File: src/rtl/hood_key_frontend.sv
// Range-hood key front end: two-flop synchronisers, per-button debounce, power
// on/off state machine, gated single-cycle function-key pulses and a 1 Hz tick.
module hood_key_frontend #(
  parameter int CLK_FREQ     = 100_000_000,
  parameter int DEBOUNCE_MS  = 20,
  parameter int LONG_PRESS_S = 3
) (
  input  logic clk,
  input  logic rst,
  input  logic power_btn_raw,
  input  logic menu_btn_raw,
  input  logic level1_btn_raw,
  input  logic level2_btn_raw,
  input  logic level3_btn_raw,
  output logic is_on,
  output logic menu_key,
  output logic level1_key,
  output logic level2_key,
  output logic level3_key,
  output logic tick_1hz,
  output logic power_hold
);
  localparam int DB_CYCLES = CLK_FREQ / 1000 * DEBOUNCE_MS;
  localparam int LP_CYCLES = CLK_FREQ * LONG_PRESS_S;
  localparam int DB_W = $clog2(DB_CYCLES + 1);
  localparam int LP_W = $clog2(LP_CYCLES + 1);
  localparam int TK_W = $clog2(CLK_FREQ + 1);
  localparam int NB   = 5;
  localparam int PWR  = 0;

  typedef enum logic [2:0] {
    S_OFF,
    S_ON_WAIT_REL,
    S_ON,
    S_HOLD,
    S_OFF_WAIT_REL
  } pwr_state_t;

  logic [NB-1:0]   raw;
  logic [NB-1:0]   sync1;
  logic [NB-1:0]   sync2;
  logic [NB-1:0]   stable;
  logic [NB-1:0]   stable_q;
  logic [NB-1:0]   press;
  logic [DB_W-1:0] db_cnt [NB];
  pwr_state_t      state;
  pwr_state_t      state_next;
  logic [LP_W-1:0] hold_cnt;
  logic [LP_W-1:0] hold_next;
  logic [3:0]      fkey_press;
  logic [3:0]      fkey_grant;
  logic [TK_W-1:0] tick_cnt;

  // Bit order: power, menu, level1, level2, level3.
  assign raw = {level3_btn_raw, level2_btn_raw, level1_btn_raw, menu_btn_raw, power_btn_raw};

  always_ff @(posedge clk or posedge rst) begin
    if (rst) begin
      sync1 <= '0;
      sync2 <= '0;
    end else begin
      sync1 <= raw;
      sync2 <= sync1;
    end
  end

  // A level is accepted only after it differs from stable for DB_CYCLES+1 samples.
  always_ff @(posedge clk or posedge rst) begin
    if (rst) begin
      stable   <= '0;
      stable_q <= '0;
      for (int i = 0; i < NB; i++) db_cnt[i] <= '0;
    end else begin
      stable_q <= stable;
      for (int i = 0; i < NB; i++) begin
        if (sync2[i] == stable[i]) begin
          db_cnt[i] <= '0;
        end else if (db_cnt[i] == DB_W'(DB_CYCLES)) begin
          stable[i] <= sync2[i];
          db_cnt[i] <= '0;
        end else begin
          db_cnt[i] <= db_cnt[i] + DB_W'(1);
        end
      end
    end
  end

  assign press = stable & ~stable_q;

  always_ff @(posedge clk or posedge rst) begin
    if (rst) begin
      state    <= S_OFF;
      hold_cnt <= '0;
    end else begin
      state    <= state_next;
      hold_cnt <= hold_next;
    end
  end

  always_comb begin
    state_next = state;
    hold_next  = hold_cnt;
    case (state)
      S_OFF:         if (press[PWR]) state_next = S_ON_WAIT_REL;
      S_ON_WAIT_REL: if (!stable[PWR]) state_next = S_ON;
      S_ON: begin
        if (press[PWR]) begin
          state_next = S_HOLD;
          hold_next  = '0;
        end
      end
      S_HOLD: begin
        // Release wins over the terminal count: a short press just returns to ON.
        hold_next = hold_cnt + LP_W'(1);
        if (!stable[PWR]) state_next = S_ON;
        else if (hold_next == LP_W'(LP_CYCLES)) state_next = S_OFF_WAIT_REL;
      end
      S_OFF_WAIT_REL: if (!stable[PWR]) state_next = S_OFF;
      default:        state_next = S_OFF;
    endcase
  end

  always_ff @(posedge clk or posedge rst) begin
    if (rst) begin
      is_on      <= 1'b0;
      power_hold <= 1'b0;
    end else begin
      is_on      <= (state == S_ON_WAIT_REL) || (state == S_ON) || (state == S_HOLD);
      power_hold <= (state == S_HOLD);
    end
  end

  // Function keys: menu > level1 > level2 > level3; losers are dropped.
  assign fkey_press = press[4:1] & {4{is_on}};

  always_comb begin
    fkey_grant = '0;
    if (fkey_press[0])      fkey_grant[0] = 1'b1;
    else if (fkey_press[1]) fkey_grant[1] = 1'b1;
    else if (fkey_press[2]) fkey_grant[2] = 1'b1;
    else if (fkey_press[3]) fkey_grant[3] = 1'b1;
  end

  always_ff @(posedge clk or posedge rst) begin
    if (rst) begin
      menu_key   <= 1'b0;
      level1_key <= 1'b0;
      level2_key <= 1'b0;
      level3_key <= 1'b0;
    end else begin
      menu_key   <= fkey_grant[0];
      level1_key <= fkey_grant[1];
      level2_key <= fkey_grant[2];
      level3_key <= fkey_grant[3];
    end
  end

  // Held at zero while off so the first tick lands CLK_FREQ cycles after power-on.
  always_ff @(posedge clk or posedge rst) begin
    if (rst) begin
      tick_cnt <= '0;
      tick_1hz <= 1'b0;
    end else if (!is_on) begin
      tick_cnt <= '0;
      tick_1hz <= 1'b0;
    end else if (tick_cnt == TK_W'(CLK_FREQ - 1)) begin
      tick_cnt <= '0;
      tick_1hz <= 1'b1;
    end else begin
      tick_cnt <= tick_cnt + TK_W'(1);
      tick_1hz <= 1'b0;
    end
  end
endmodule
File: config.mk
export PLATFORM = sky130hd
export DESIGN_NAME = hood_key_frontend
export DESIGN_NICKNAME = d
export VERILOG_FILES = /design/src/rtl/hood_key_frontend.sv
export SDC_FILE = /design/constraint.sdc
export NUM_CORES = 1
export LEC_CHECK = 0
export ABC_CLOCK_PERIOD_IN_PS = 7450
export CAP_MARGIN = 20
export CORE_MARGIN = 5
export CORE_UTILIZATION = 65
export CTS_BUF_LIST = sky130_fd_sc_hd__clkbuf_4 sky130_fd_sc_hd__clkbuf_8
export CTS_CLUSTER_SIZE = 24
export DETAILED_ROUTE_END_ITERATION = 16
export PLACE_DENSITY = 0.81
export SLEW_MARGIN = 20
export SYNTH_ARGS = -nofsm -noshare
export SYNTH_HDL_FRONTEND = slang
export SYNTH_SLANG_ARGS = --single-unit
File: constraint.sdc
create_clock -name clk -period 7.45 [get_ports clk]
set_input_delay 1.49 -clock clk [delete_from_list [all_inputs] [get_ports clk]]
set_output_delay 1.49 -clock clk [all_outputs]
set_load 0.02 [all_outputs]
==> results of run 1 <==
==> sequential cells by signal (all words and copies together) (netlist names), 3 cells and up <==
| name | cells |
|---|---|
| state | 3 |
| stable_q | 5 |
| hold_cnt | 29 |
| sync1 | 5 |
| tick_cnt | 27 |
| db_cnt | 105 |
| sync2 | 5 |
| stable | 5 |
==> synthesized netlist by cell type, types with 8 or more instances <==
library cell / number / area (um^2)
o21ai_0: 46 / 230.2
inv_1: 33 / 123.9
a21oi_1: 10 / 50.05
xor2_1: 71 / 621.9
nand2_1: 75 / 281.5
ha_1: 13 / 162.7
dfrtp_1: 191 / 4780
xnor2_1: 57 / 499.2
nor3_1: 20 / 100.1
nor4_1: 26 / 162.7
or3_1: 8 / 50.05
nand4_1: 36 / 225.2
and3_1: 29 / 181.4
clkbuf_1: 30 / 112.6
nor2_1: 194 / 728.2
nand3_1: 77 / 385.4
==> power by group through the flow <==
stage	combinational, mW	sequential [mW]	clock (mW)
after global placement	0.0506	1.08	0
final	0.0499	1.05	0.732
after floorplan	0.0378	1.07	0
after detailed placement	0.0522	1.08	0
after global routing	0.0596	1.06	0.800
after CTS	0.0523	1.05	0.751
==> through the flow <==
stage                     area [um^2]  std cells  setup slack, ns
after floorplan                  9608       1024           0.7612
after global placement           9847       1187            3.918
after detailed placement         9847       1187            3.911
after CTS                       10280       1217            4.314
after global routing            10280       1217            3.930
final                           10280       1217            4.284
==> cell usage in the layout (no fill, tap or decap), drive strengths merged, types with 3 or more instances in the layout <==
| master | count |
|---|---|
| or4 | 3 |
| nor2b | 7 |
| buf | 3 |
| nor3 | 21 |
| clkdlybuf4s50 | 13 |
| or3 | 8 |
| nor2 | 194 |
| and2 | 4 |
| nand2 | 75 |
| nand2b | 5 |
| o21ai | 49 |
| a21oi | 10 |
| o31ai | 7 |
| xor2 | 71 |
| nor4 | 29 |
| a21o | 4 |
| nand4 | 38 |
| mux2 | 5 |
| mux2i | 4 |
| and3 | 29 |
| inv | 33 |
| dfrtp | 191 |
| clkbuf | 21 |
| and4 | 7 |
| ha | 13 |
| nor3b | 6 |
| nor4b | 3 |
| xnor2 | 57 |
| clkinvlp | 3 |
| bufinv | 4 |
| nand3 | 77 |
| or2 | 7 |
==> cell families (layout without fill, tap and decap cells) <==
family,Yosys count,count (layout)
AO/OA/AOI/OAI,93,93
adder cells (fa/ha/maj),13,13
buffers and inverters,70,79
flip-flops,191,191
AND/OR/NAND/NOR,520,520
XOR/XNOR,128,128
multiplexers,9,9
==> critical path: stages, from the launching register on <==
cell and delay [ns]:
dfrtp_1 0.46, ha_1 0.31, nand3_1 0.49, nor4_1 0.75, xnor2_1 0.22, nand4_1 0.17, nor4_4 0.27, nand3_1 0.18
o41ai_2 0.23
==> layout make-up <==
type	count	share of cell area, %
repair buffers	16	1.484
multi-input cells	763	44.28
clock inverters	9	1.557
clock buffers	21	2.689
flip-flops and latches	191	46.48
well taps	184	2.239
inverters	33	1.278
==> worst max path at each step <==
| stage | start | end |
|---|---|---|
| final | hold_cnt[0]$_DFFE_PP0P_ | state[2]$_DFFE_PP0P_ |
| after global routing | hold_cnt[0]$_DFFE_PP0P_ | state[2]$_DFFE_PP0P_ |
| after CTS | hold_cnt[0]$_DFFE_PP0P_ | state[2]$_DFFE_PP0P_ |
| after detailed placement | rst | hold_cnt[11]$_DFFE_PP0P_ |
| after global placement | rst | db_cnt[11]$_DFF_PP0_ |
| after floorplan | rst | db_cnt[0]$_DFF_PP0_ |
==> layer usage <==
layer / wire length [um] / vias up / GRT usage (%)
li1: - / 3508 / -
met1: 8536 / 3444 / 31.52
met2: 8174 / 137 / 32.76
met3: 639 / 17 / 3.976
met4: 210 / 0 / 6.286
met5: 0 / - / 0
==> summary.txt, run 1 <==
Critical path
  – Reg2reg path depth: 8
  – Critical path class: reg -> reg
  – Crit Reg-Reg Startpoint: hold_cnt[0]$_DFFE_PP0P_
  – End of the worst register-to-register path: state[2]$_DFFE_PP0P_
  – Worst setup EP type: flip-flop
  – Worst path arrival time: 3.53 ns
  – WP data required: 7.81 ns
  – R2r setup slk: 4.28 ns
  – Crit start category: flip-flop
  – CP max FO: 15

Pwr
  – Pint: roughly 1.4 mW
  – Peak supply drop: 196.3 uV
  – Lkg Pwr: 4.359 nW
  – Clock Power Share: 39.9%
  – Power Total: 1.837 mW
  – Switching part of the total: 21.28%
  – Net Sw Power: just under 400 uW
  – Comb pwr share: about 2.7%
  – Pwr Density: 178.7 nW/um^2
  – Sequential group share of total power: 57.4%

Route
  – Vias/cell: 5.839
  – Initial DRC count: 563
  – Drt wl/cell: ~14 um
  – Routed Antenna Nets: 0
  – Residual DRC: 0
  – WL final: 17.56 mm
  – Drt first pass iters: 5
  – Via count: 7106

Die
  – DIE WIDTH: 131.6 um
  – Die area: 17310 um^2
  – Core outline area: about 15000 um^2
  – Rows: 44
  – # IOs: 14
  – Chip Height: 131.6 um
  – Initial Utilization: 66.11%

Timing
  – Min Tclk post-route: 3.166 ns
  – Slew headroom: approximately a third
  – Setup_tns: 0 ns
  – Fmax: about 320 MHz
  – Final setup vio count: 0
  – Final worst path period share: 42.50%
  – Slew Limit Fails: 0
  – WHS: 0.3555 ns
  – RSZ-0062 raised after global routing: false
  – Clk_skew: 0.01305 ns
  – Worst-Margin Slew: 0.9887 ns
  – Final hold viol count: 0

Synth
  – Xor/xnor share of the synthesized area: 11.67%
  – Ys flop type: dfrtp_1
  – Largest family of logic cells by synthesized area: simple AND/OR/NAND/NOR gates
  – Seq/Total Area, Yosys: 49.75%
  – Register bit total from synthesis: 191
  – EDFF count, synth: 0
  – Fraction of the mapped netlist area in simple logic gates: 26.89%
  – Mux share of post-synthesis cell area: 1.003%
  – Synthesized Nets: 1044
  – Cell count after synthesis: 1024
  – Cell Area, Synth: 9608 um^2
  – Compound-Gate Fraction of Synth Area: just over 6%
  – Adder-cell share of the synthesized area: 1.693%
  – Yosys synthesis warning count: 0
  – Fraction of registers with async set/reset: 100.0%
  – Synth Area per Inst: 9.383 um^2
  – Cell variety after synth: 65

Clock network
  – Skew-Pair Late Insertion Delay: roughly 0.47 ns
  – Root Driver: clkbuf_8
  – H-tree Lvls: 4
  – Quantity of gates resized following cts: 0
  – Setup repair bufs after CTS: 0
  – CTS tree: built
  – Clock-pin slew on the worst setup and hold paths: 0.09 ns
  – Clock sink count: between 150 and 200
  – Hold buffer count at cts: 0
  – Cts bufs inserted: 17
  – Clk buf depth: 2

Final layout
  – Fill count: 1085
  – Area growth syn-to-layout: 7.032%
  – Layout cells sized above 1: around 5.7%
  – NumNets Final: 1042
  – Register area: 4780 um^2
  – Post-Route Utilization: between 70% and 80%
  – Number of antenna diodes: 0
  – Multi-input gate area: 4553 um^2

Global routing
  – Vias in the first global route: 6736
  – Largest net degree at the start of global routing: 125
  – Initial antenna violation count: 0
  – Gr usage total: 21.41%
  – First-pass GRT wire length: between 30 and 40 mm
  – GRT overflow: 0

Worst hold path
  – Hold_sp: sync1[4]$_DFF_PP0_
  – Worst Hold End: sync2[4]$_DFF_PP0_
  – Hold path depth: 0
  – HP Class: reg -> reg

Placed design
  – RePlAce Congestion: 0.8665
  – Final HPWL DP: 11.66 mm
  – Port Buffers: 13

Flow run
  – Max-cap viol count: 0

Status
  – Status: finished, final reports clean
(Power assumes the default switching activity.)
==> run 2: changes to the inputs <==
--- a/config.mk
+++ b/config.mk
@@ -5,7 +5,7 @@
 export SDC_FILE = /design/constraint.sdc
 export NUM_CORES = 1
 export LEC_CHECK = 0
-export ABC_CLOCK_PERIOD_IN_PS = 7450
+export ABC_CLOCK_PERIOD_IN_PS = 3100
 export CAP_MARGIN = 20
 export CORE_MARGIN = 5
 export CORE_UTILIZATION = 65
==> constraint.sdc (replaced) <==
create_clock -name clk -period 3.1 [get_ports clk]
set_input_delay 0.62 -clock clk [delete_from_list [all_inputs] [get_ports clk]]
set_output_delay 0.62 -clock clk [all_outputs]
set_load 0.02 [all_outputs]
==> run 2 against run 1 <==
  * Worst setup slack got worse by 4.0 ns
  * Sequential power rose by 140%
  * Sequential cell count did not move
  * Cell area rose by 0.64%
  * Power rose by 140%
  * Largest power group unchanged
==> summary.txt, run 2 (synthesized netlist as in run 1, its figures left out) <==
Route
  – WL final: 17.95 mm
  – Drt first pass iters: 5
  – Routed Antenna Nets: 0
  – Vias/cell: 5.867
  – Residual DRC: 0
  – Via count: 7193
  – Initial DRC count: 534
  – Drt wl/cell: 14.64 um

Timing
  – Final setup vio count: 0
  – Clk_skew: 0.008490 ns
  – Worst-Margin Slew: 0.7820 ns
  – WHS: between 0.3 and 0.4 ns
  – Min Tclk post-route: 2.848 ns
  – Final hold viol count: 0
  – Slew headroom: 47.87%
  – Fmax: ~350 MHz
  – RSZ-0062 raised after global routing: false
  – Setup_tns: 0 ns
  – Final worst path period share: 91.86%
  – Slew Limit Fails: 0

Critical path
  – CP max FO: 15
  – Critical path class: reg -> reg
  – Crit start category: flip-flop
  – Worst setup EP type: flip-flop
  – Worst path arrival time: 3.22 ns
  – WP data required: 3.47 ns

Global routing
  – GR peak layer: met2
  – Met2 usage: 32.17%
  – Vias in the first global route: 6642
  – First-pass GRT wire length: 31.37 mm
  – GRT overflow: 0
  – Largest net degree at the start of global routing: 148
  – Initial antenna violation count: 0
  – GRT met3 Usage: 4.778%
  – M1 GR Usage: 31.45%
  – Gr usage total: 21.36%

Clock network
  – Skew-Pair Late Insertion Delay: 0.47 ns
  – Setup repair bufs after CTS: 0
  – Root Driver: clkbuf_8
  – H-tree Lvls: 4
  – Cts bufs inserted: 17
  – Quantity of gates resized following cts: 0
  – Hold buffer count at cts: 0
  – Clock-pin slew on the worst setup and hold paths: 0.09 ns
  – Clock sink count: 191
  – Clk buf depth: 2
  – CTS tree: built

Final layout
  – Top reg by flops: db_cnt
  – Fill count: 1084
  – Most frequent cells in the layout: 194 x nor2_1, 191 x dfrtp_1, 77 x nand3_1, 75 x nand2_1, 71 x xor2_1
  – Number of antenna diodes: 0
  – Top Registers: db_cnt: 105 flops, hold_cnt: 29 flops, tick_cnt: 27 flops
  – Area growth syn-to-layout: 7.722%
  – Max FFs per register: between 100 and 150
  – Most common cell after layout, fill and taps aside: nor2_1
  – NumNets Final: 1049
  – Layout cells sized above 1: under 10%
  – Finished Cell Area: 10350 um^2

Placed design
  – RePlAce Congestion: 0.8992
  – Final HPWL DP: 11.78 mm
  – Placed inst area: 9908 um^2
  – Port Buffers: 13

Die
  – Chip Height: ~130 um
  – Rows: 44
  – DIE WIDTH: 131.6 um
  – Core outline area: ~15000 um^2
  – # IOs: 14
  – Die area: 17310 um^2
  – Initial Utilization: 66.11%

Status
  – Status: finished, final reports clean

Pwr
  – Peak supply drop: 368.9 uV
  – Pwr Density: approximately 430 nW/um^2
  – Clock Power Share: 40.3%
  – Sequential group share of total power: a little under three fifths
  – Lkg Pwr: 4.396 nW
  – Net Sw Power: 1.018 mW
  – Switching part of the total: between 20% and 30%
  – Pint: 3.437 mW
  – Comb pwr share: under 10%

Flow run
  – Max-cap viol count: 0

Worst hold path
  – HP Class: reg -> reg
run 2: final cells by class:
class                           count  area, um^2  share of cell area [%]
Sequential cell                   191        4780                   46.18
Clock buffer                       17       234.0                   2.261
Multi-Input combinational cell    763        4553                   43.99
Timing Repair Buffer               23       217.7                   2.103
Inverter                           33       127.6                   1.233
Clock inverter                     15       207.7                   2.007
Tap cell                          184       230.2                   2.224
run 2: worst max-delay path, stage by stage, from the launching register on:
cell      delay (ns)
dfrtp_1         0.47
ha_1            0.32
nand3_1         0.10
buf_4           0.20
or3_1           0.38
o311ai_1        0.38
o31ai_2         0.16
nor4_2          0.33
nand3_1         0.19
o41ai_2         0.22
run 2: final timing paths:
| kind | to | depth (start not counted) | from | slack, ns |
|---|---|---|---|---|
| worst max register to register | state[2]$_DFFE_PP0P_ | 9 | hold_cnt[0]$_DFFE_PP0P_ | 0.25 |
| max in group asynchronous | sync2[2]$_DFF_PP0_ | 3 | rst | 1.81 |
| worst min register to register | sync2[0]$_DFF_PP0_ | 0 | sync1[0]$_DFF_PP0_ | 0.35 |
| min in group asynchronous | level1_key$_DFF_PP0_ | 3 | rst | 0.68 |
| worst min-delay path | sync2[0]$_DFF_PP0_ | 0 | sync1[0]$_DFF_PP0_ | 0.35 |
| worst max-delay path | state[2]$_DFFE_PP0P_ | 9 | hold_cnt[0]$_DFFE_PP0P_ | 0.25 |
run 2: layer usage:
metal	vias up	part of all wire [%]
li1	3533	-
met5	-	0
met1	3489	49
met2	143	46
met4	0	1.4
met3	28	3.4
run 2: through the flow:
stage                     utilization (%)  setup WS (ns)  cells  power [mW]
after floorplan                         -        0.01755   1024       2.671
after global placement              68.17         0.4851   1194       2.708
after detailed placement            68.17         0.3790   1194       2.713
after CTS                           71.21         0.3069   1226       4.505
after global routing                71.21        0.04854   1226       4.636
final                               71.21         0.2522   1226       4.455
run 2: power by group through the flow:
stage	logic (mW)	registers [mW]	clock network, mW
CTS	0.128	2.54	1.84
finish	0.123	2.54	1.80
global placement	0.124	2.58	0
detailed placement	0.127	2.59	0
global route	0.144	2.54	1.95
floorplan	0.0913	2.58	0
==> run 3: changes to the inputs <==
--- a/config.mk
+++ b/config.mk
@@ -7,7 +7,7 @@
 export LEC_CHECK = 0
 export ABC_CLOCK_PERIOD_IN_PS = 3100
 export CAP_MARGIN = 20
-export CORE_MARGIN = 5
+export CORE_MARGIN = 2
 export CORE_UTILIZATION = 65
 export CTS_BUF_LIST = sky130_fd_sc_hd__clkbuf_4 sky130_fd_sc_hd__clkbuf_8
 export CTS_CLUSTER_SIZE = 24
==> run 3 against run 2 <==
  * Sequential power is essentially flat
  * Worst setup slack gained 0.045 ns
  * Worst hold slack got worse by 0.0013 ns
  * First-iteration DRC count fell by 0.19%
  * Critical endpoint unchanged
  * Largest cell class unchanged
==> summary.txt, run 3 (synthesized netlist as in run 1, its figures left out) <==
Final layout
  – Top reg by flops: db_cnt
  – Most frequent cells in the layout: 194 x nor2_1, 191 x dfrtp_1, 76 x nand3_1, 75 x nand2_1, 71 x xor2_1
  – Multi-input gate area: 4558 um^2
  – Most common cell after layout, fill and taps aside: nor2_1
  – NumNets Final: 1051
  – Layout cells sized above 1: 6.801%
  – Max FFs per register: about 110
  – Top Registers: db_cnt: 105 flops, hold_cnt: 29 flops, tick_cnt: 27 flops
  – Fill count: 1062
  – Register area: 4780 um^2
  – Area growth syn-to-layout: 8.035%
  – Number of antenna diodes: 0

Timing
  – WHS: approximately 0.35 ns
  – Slew headroom: 47.37%
  – Final worst path period share: 90.41%
  – Fmax: 356.8 MHz
  – Min Tclk post-route: 2.803 ns
  – Setup ws final: slightly below 0.3 ns
  – RSZ-0062 raised after global routing: false
  – Worst-Margin Slew: 0.7886 ns
  – Setup_tns: 0 ns
  – Final setup vio count: 0
  – Final hold viol count: 0
  – Clk_skew: approximately 0.014 ns
  – Slew Limit Fails: 0

Global routing
  – M1 GR Usage: 33.39%
  – Met2 usage: 36.47%
  – First-pass GRT wire length: between 30 and 40 mm
  – GRT overflow: 0
  – Gr usage total: 23.33%
  – GRT met3 Usage: 4.835%
  – Initial antenna violation count: 0
  – Vias in the first global route: 6678
  – Largest net degree at the start of global routing: 45
  – GR peak layer: met2

Placed design
  – Port Buffers: 13
  – Final HPWL DP: 11.77 mm
  – Pre-CTS setup slack: ~0.23 ns
  – RePlAce Congestion: 0.8887

Die
  – DIE WIDTH: about 130 um
  – Core outline area: around 14000 um^2
  – Rows: 44
  – Die area: 15770 um^2
  – # IOs: 14
  – Chip Height: 125.6 um
  – Initial Utilization: 66.36%

Critical path
  – Critical path class: reg -> reg
  – CP max FO: 12
  – R2r setup slk: 0.30 ns
  – Worst setup EP type: flip-flop
  – WP data required: 3.46 ns
  – Worst path arrival time: 3.17 ns
  – Crit start category: flip-flop

Clock network
  – Clk buf depth: 2
  – Clock sink count: 191
  – Cts bufs inserted: 17
  – Clock-pin slew on the worst setup and hold paths: 0.09 ns
  – CTS tree: built
  – H-tree Lvls: 4
  – Hold buffer count at cts: 0
  – Skew-Pair Late Insertion Delay: 0.47 ns
  – Root Driver: clkbuf_8

Route
  – WL final: 17.46 mm
  – Routed Antenna Nets: 0
  – Residual DRC: 0
  – Via count: 7090
  – Drt first pass iters: 4
  – Drt wl/cell: approximately 14 um
  – Vias/cell: 5.774
  – Initial DRC count: 533

Pwr
  – Pwr Density: 419.0 nW/um^2
  – Lkg Pwr: 4.414 nW
  – Peak supply drop: 360.7 uV

Status
  – Status: finished, final reports clean

Worst hold path
  – HP Class: reg -> reg

Flow run
  – Max-cap viol count: 0
-- run 3: changes by cell type in the layout (fill, tap and decap cells not counted), sizes merged --
cell / delta
buf: +2
bufinv: -2
clkbuf: +2
clkinv: +2
clkinvlp: -2
-- run 3: layout make-up --
type / count / area share (%)
clock buffer: 19 / 2.519
clock inverter: 13 / 1.471
inverter: 33 / 1.229
multi-input combinational: 763 / 43.91
sequential: 191 / 46.05
tap: 184 / 2.218
timing repair buffer: 25 / 2.604
-- run 3: stage by stage --
stage	instance area (um^2)	power [mW]	instances	util (%)
after global routing	10380	4.528	1228	71.69
after floorplan	9612	2.671	1024	-
after global placement	9961	2.717	1196	68.80
after detailed placement	9961	2.721	1196	68.80
final	10380	4.349	1228	71.69
after CTS	10380	4.401	1228	71.66
-- run 3: worst max-delay path: stages, from the launching register on --
cell and delay [ns]:
dfrtp_1 0.47, ha_1 0.32, nand3_2 0.27, nor4_1 0.58, xnor2_1 0.19, nand3_1 0.17, nor4_4 0.30, nand3_1 0.17
o41ai_2 0.25
-- run 3: report_power, final --
group	switching, mW	total (mW)	internal, mW	leakage (nW)
Combinational	0.0890	0.130	0.0411	1.57
Sequential	0.0249	2.54	2.51	2.63
Clock	0.904	1.68	0.779	0.211
-- run 3: path summary, 6_finish.rpt --
path | startpoint | to | cells past startpoint
max | hold_cnt[0]$_DFFE_PP0P_ | state[2]$_DFFE_PP0P_ | 8
min | sync1[0]$_DFF_PP0_ | sync2[0]$_DFF_PP0_ | 0
max reg2reg | hold_cnt[0]$_DFFE_PP0P_ | state[2]$_DFFE_PP0P_ | 8
min reg2reg | sync1[0]$_DFF_PP0_ | sync2[0]$_DFF_PP0_ | 0
max in group asynchronous | rst | hold_cnt[0]$_DFFE_PP0P_ | 3
min in group asynchronous | rst | hold_cnt[15]$_DFFE_PP0P_ | 2
-- run 3: per-layer routing --
metal | wire (um) | part of all wire (%)
met5 | 0 | 0
met4 | 223 | 1.3
met3 | 740 | 4.2
met2 | 7952 | 46
met1 | 8539 | 49
-- run 3: timing repair --
| item | 4_1_cts | 5_1_grt |
|---|---|---|
| setup endpoints to repair | 0 | 3 |
| resized for setup | 0 | 1 |
| setup buffers | 0 | 0 |
